### src/rtl/frame_ram_arbiter.sv
// frame_ram_arbiter: display-priority single-port frame RAM arbiter with buffered NPU writes; OOB_CHECK_EN adds an address range check and oob_err
module frame_ram_arbiter #(
  parameter int ADDR_W     = 19,
  parameter int DATA_W     = 8,
  parameter int FIFO_DEPTH = 8,
  parameter int IMG_PIXELS = 160000
) (
  input  logic                          clk_25,
  input  logic                          rst,
  input  logic                          disp_req,
  input  logic [ADDR_W-1:0]             disp_addr,
  output logic [DATA_W-1:0]             disp_data,
  output logic                          disp_valid,
  input  logic                          npu_wr_valid,
  input  logic [ADDR_W-1:0]             npu_wr_addr,
  input  logic [DATA_W-1:0]             npu_wr_data,
  output logic                          npu_wr_ready,
  output logic [ADDR_W-1:0]             ram_addr,
  output logic [DATA_W-1:0]             ram_wdata,
  output logic                          ram_we,
  input  logic [DATA_W-1:0]             ram_rdata,
  output logic [$clog2(FIFO_DEPTH):0]   fifo_level,
  output logic                          frame_done
`ifdef OOB_CHECK_EN
  ,
  output logic                          oob_err
`endif
);
  localparam int PW = $clog2(FIFO_DEPTH);
  localparam int CW = $clog2(IMG_PIXELS + 1);
  localparam logic [PW:0] FULL = (PW + 1)'(FIFO_DEPTH);
  localparam logic [CW-1:0] LAST = CW'(IMG_PIXELS - 1);
  typedef enum logic [1:0] {IDLE, READ, WRITE} state_t;
  state_t state_q, state_d;
  logic [ADDR_W-1:0] fifo_addr_q [FIFO_DEPTH];
  logic [DATA_W-1:0] fifo_data_q [FIFO_DEPTH];
  logic [PW-1:0] wr_ptr_q, wr_ptr_d, rd_ptr_q, rd_ptr_d;
  logic [PW:0] level_q, level_d;
  logic [CW-1:0] cnt_q, cnt_d;
  logic [ADDR_W-1:0] ram_addr_q, ram_addr_d;
  logic [DATA_W-1:0] ram_wdata_q, ram_wdata_d;
  logic ram_we_q, ram_we_d, disp_valid_q, disp_valid_d;
  logic accept, keep, push, pop;

  assign npu_wr_ready = level_q != FULL;
  assign accept = npu_wr_valid & npu_wr_ready;
  assign push = accept & keep;

`ifdef OOB_CHECK_EN
  localparam logic [ADDR_W:0] IMG_A = (ADDR_W + 1)'(IMG_PIXELS);
  logic oob_err_q, oob_err_d;
  assign keep = {1'b0, npu_wr_addr} < IMG_A;
  assign oob_err_d = oob_err_q | (accept & ~keep);
  assign oob_err = oob_err_q;
  always_ff @(posedge clk_25) begin
    oob_err_q <= rst ? 1'b0 : oob_err_d;
  end
`else
  assign keep = 1'b1;
`endif

  always_ff @(posedge clk_25) begin
    state_q <= rst ? IDLE : state_d;
  end

  always_comb begin
    state_d = disp_req ? READ : (level_q != '0) ? WRITE : IDLE;
  end

  always_comb begin
    pop = state_d == WRITE;
    ram_we_d = pop;
    ram_addr_d = (state_d == READ) ? disp_addr : pop ? fifo_addr_q[rd_ptr_q] : ram_addr_q;
    ram_wdata_d = pop ? fifo_data_q[rd_ptr_q] : ram_wdata_q;
    disp_valid_d = state_q == READ;
  end

  always_comb begin
    wr_ptr_d = push ? wr_ptr_q + PW'(1) : wr_ptr_q;
    rd_ptr_d = pop ? rd_ptr_q + PW'(1) : rd_ptr_q;
    level_d = (push && !pop) ? level_q + (PW + 1)'(1) : (pop && !push) ? level_q - (PW + 1)'(1) : level_q;
    cnt_d = !ram_we_q ? cnt_q : (cnt_q == LAST) ? '0 : cnt_q + CW'(1);
  end

  always_ff @(posedge clk_25) begin
    if (rst) begin
      wr_ptr_q <= '0;
      rd_ptr_q <= '0;
      level_q <= '0;
      cnt_q <= '0;
      ram_addr_q <= '0;
      ram_wdata_q <= '0;
      ram_we_q <= 1'b0;
      disp_valid_q <= 1'b0;
    end else begin
      wr_ptr_q <= wr_ptr_d;
      rd_ptr_q <= rd_ptr_d;
      level_q <= level_d;
      cnt_q <= cnt_d;
      ram_addr_q <= ram_addr_d;
      ram_wdata_q <= ram_wdata_d;
      ram_we_q <= ram_we_d;
      disp_valid_q <= disp_valid_d;
    end
  end

  always_ff @(posedge clk_25) begin
    if (push) begin
      fifo_addr_q[wr_ptr_q] <= npu_wr_addr;
      fifo_data_q[wr_ptr_q] <= npu_wr_data;
    end
  end

  assign disp_valid = disp_valid_q;
  assign disp_data = disp_valid_q ? ram_rdata : '0;
  assign ram_addr = ram_addr_q;
  assign ram_wdata = ram_wdata_q;
  assign ram_we = ram_we_q;
  assign fifo_level = level_q;
  assign frame_done = ram_we_q && (cnt_q == LAST);
endmodule

### config.mk
export PLATFORM = sky130hd
export DESIGN_NAME = frame_ram_arbiter
export DESIGN_NICKNAME = d
export VERILOG_FILES = /design/src/rtl/frame_ram_arbiter.sv
export SDC_FILE = /design/constraint.sdc
export NUM_CORES = 1
export LEC_CHECK = 0
export ABC_AREA = 1
export BUFFER_PORTS_ARGS = -buffer_cell sky130_fd_sc_hd__buf_4
export CORE_MARGIN = 2
export CORE_UTILIZATION = 59
export DETAILED_ROUTE_END_ITERATION = 10
export HOLD_SLACK_MARGIN = 0.06
export PLACE_DENSITY = 0.79
export SYNTH_ARGS = -nofsm -noshare
export SYNTH_HDL_FRONTEND = slang
export SYNTH_SLANG_ARGS = --single-unit
### constraint.sdc
create_clock -name clk_25 -period 2.8 [get_ports clk_25]
set_input_delay 0.42 -clock clk_25 [delete_from_list [all_inputs] [get_ports clk_25]]
set_output_delay 0.42 -clock clk_25 [all_outputs]
set_load 0.03 [all_outputs]
==> impl_metrics.ini <==
[critical_path]
crit_family = flip-flops
crit_fanout = 7
cpPeakStageDelay_ns = 0.50
crit_slowest_cell = dfxtp_1
setup.worst_path.start_class = flip-flop
critPathKind = flip-flop to output pin
cp_data_arrival_time_ns = 1.82
endpoint_kind = output pin
r2r_cells = 11
crit_chain = inv_2 -> nor2_8 -> nand3_4 -> nor2_2 -> buf_4
r2r_start = fifo_level[0]$_SDFFE_PP0P_
worstPathRequired_ns = 2.38
r2r_end = fifo_level[3]$_SDFFE_PP0P_
path_buf_inv = 2
worst-r2r-setup-slack_ns = 0.60

[logic_synthesis]
seq_area_frac_synth = 0.670
synthesis.nets = 1144
syn_area_per_cell_um2 = 10.7
synthDistinctLibCells = 38
ys_top_cells_by_count = nand2_1 (339), edfxtp_1 (216), nand3_1 (135), nor2_1 (89), dfxtp_1 (61)
ys_async_sr_fraction = 0
ys.warnings.count = 0
synthFlopType = edfxtp_1
synth_edf_count = 216
syn_inst = 1079
synth_top_area_cell = edfxtp_1
synth_area_leaders = edfxtp_1 (56%), nand2_1 (11%), dfxtp_1 (11%)
synth_seq_cells = 277
synth_top_area_share = 0.564
synth_most_common_cell = nand2_1
synth_area_mm2 = 0.0115

[pwr]
pwr-share-clk = 0.324
power.switching_mw = 3.60
vdd_drop_max_v = 0.000555
p_comb_frac = 0.243
p_sw_frac = 0.316
p_int_mw = 7.82
p_seq_frac = 0.433
leakagePower_nw = 5.29
fin_total_pwr_mw = 11.4
p_per_area_mw_per_mm2 = 851

[floorplanning]
start_util = 0.597
ios = 101
dieArea_mm2 = 0.0206
core_area_mm2 = 0.0193
die_w_um = 144
fp-row-count = 51
die_y_um = 144

[global_routing]
grt_max_degree = 77
grt_pass1_vias = 7676
grt_pass1_wl_um = 39200
grt_usage = 0.248
gr-total-overflow = 0
antenna_found_initial = 0

[placed_design]
dp_hpwl_um = 15300
dpl-instance-area_mm2 = 0.0125
place_inst = 1415
routabilityCongestion = 0.790
port_buffers = 100

[cts]
numClockSinks = 277
cts_tree = done
ctsHtreeMaxLevel = 1
post-cts-setup-buffer-count = 0
hold_buffers = 0
cts_resized = 0
path_clk_slew_ns = 0.06
worstSkewPairLatency_ns = 0.54
cts_buffers = 28
root_buffer = clkbuf_16
clock_path_buffers = 3

[drt]
wl_um = 25400
drtAntennaViolNets = 0
vias = 8062
drt_iter0_drc = 756
first_pass_iters = 7
via_per_inst = 5.50
avgRoutedWirePerCell_um = 17.3
drcViolationCount = 0

[status]
status = complete, no violations

[job]
max-cap-violations = 0

[timing]
slew_headroom = 0.483
setup_viol = 0
final.setup_skew_ns = 0.0185
fin_crit_sh = 0.800
period_needed_ns = 2.24
rsz0062_at_grt = no
fmaxAchievable_mhz = 446
hold_violations = 0
slew_viol_final = 0
worst_pin_slew_ns = 0.776

[cells_and_area]
nets = 1245
design_area_mm2 = 0.0134
stdcell_count = 1466
layout-drive-gt1-share = 0.192
diodes = 0
area_delta_synth_final_pct = 16.7

[min_path]
worstHoldPathCells = 1
worstHoldEndpoint = fifo_addr_q[5][7]$_DFFE_PP_
hp-class = input pin to flip-flop
min_from = npu_wr_addr[7]
==> placed cells by master (no fill, tap or decap), types with 6 or more instances in the layout <==
cell / Yosys / layout
ha_1: 6 / 6
edfxtp_1: 216 / 216
a21boi_0: 8 / 8
clkbuf_16: 0 / 32
inv_1: 33 / 33
inv_2: 18 / 18
o211ai_2: 10 / 10
buf_4: 7 / 119
nand2_1: 339 / 339
o21ai_0: 26 / 26
dfxtp_1: 61 / 60
nand3_1: 135 / 135
a21oi_1: 29 / 29
clkinv_1: 3 / 8
nor2_1: 89 / 81
nor2_2: 8 / 16
nand2_2: 6 / 6
==> cell type report <==
type | count | area (µm²)
Timing Repair Buffer | 122 | 953
Tap cell | 265 | 332
Sequential cell | 277 | 7710
Clock inverter | 13 | 90.1
Inverter | 56 | 215
Fill cell | 1390 | 5850
Multi-Input combinational cell | 695 | 3280
Clock buffer | 38 | 843
==> flip-flops by register name, summed over array words and instances (netlist names), named ones only <==
register and count:
ram_addr 19, fifo_level 4, cnt_q 18, fifo_addr_q 152, state_q 2, ram_wdata 8, fifo_data_q 64, wr_ptr_q 3
rd_ptr_q 3, disp_valid 1
==> per-layer routing <==
layer / wire length (µm) / global-route usage / up-vias
met5: 0 / 0 / -
met4: 670 / 0.0862 / 0
met3: 2050 / 0.0350 / 48
met2: 12300 / 0.423 / 361
met1: 10300 / 0.328 / 3810
li1: - / - / 3843
==> power groups by stage <==
stage,registers (mW),clock network [mW],logic [mW]
6_report,4.95,3.70,2.78
3_5_place_dp,5.03,0,2.74
3_3_place_gp,5.02,0,2.68
5_1_grt,4.98,3.91,3.06
2_1_floorplan,5.24,0,1.78
4_1_cts,4.95,3.73,2.78
==> cell families after synthesis <==
kind of cell / count (synthesis) / synth area share
simple gates: 600 / 0.224
xor+xnor: 9 / 0.00685
buf+inv: 107 / 0.0465
flops: 277 / 0.670
fa+ha+maj: 7 / 0.00827
compound gates: 79 / 0.0441
==> how the worst max path moves through the flow <==
| stage | to | start | cells past startpoint | slack [ns] |
|---|---|---|---|---|
| after floorplan | fifo_addr_q[0][0]$_DFFE_PP_ | fifo_level[0]$_SDFFE_PP0P_ | 6 | -0.14 |
| after global placement | fifo_level[3]$_SDFFE_PP0P_ | fifo_level[0]$_SDFFE_PP0P_ | 11 | 0.72 |
| after detailed placement | fifo_level[3]$_SDFFE_PP0P_ | fifo_level[0]$_SDFFE_PP0P_ | 12 | 0.66 |
| after CTS | frame_done | cnt_q[1]$_SDFFE_PP0P_ | 6 | 0.53 |
| after global routing | frame_done | cnt_q[1]$_SDFFE_PP0P_ | 6 | 0.45 |
| final | frame_done | state_q[1]$_SDFF_PP0_ | 5 | 0.56 |
==> metrics by stage <==
step           setup TNS (ns)  setup WS [ns]  hold slack [ns]   util
2_1_floorplan          -14.87         -0.138            0.404      -
3_3_place_gp                0          0.723            0.413  0.648
3_5_place_dp                0          0.658            0.412  0.648
4_1_cts                     0          0.531            0.103  0.696
5_1_grt                     0          0.452            0.108  0.696
6_report                    0          0.559            0.113  0.696
Power figures use the tool's default switching activity.
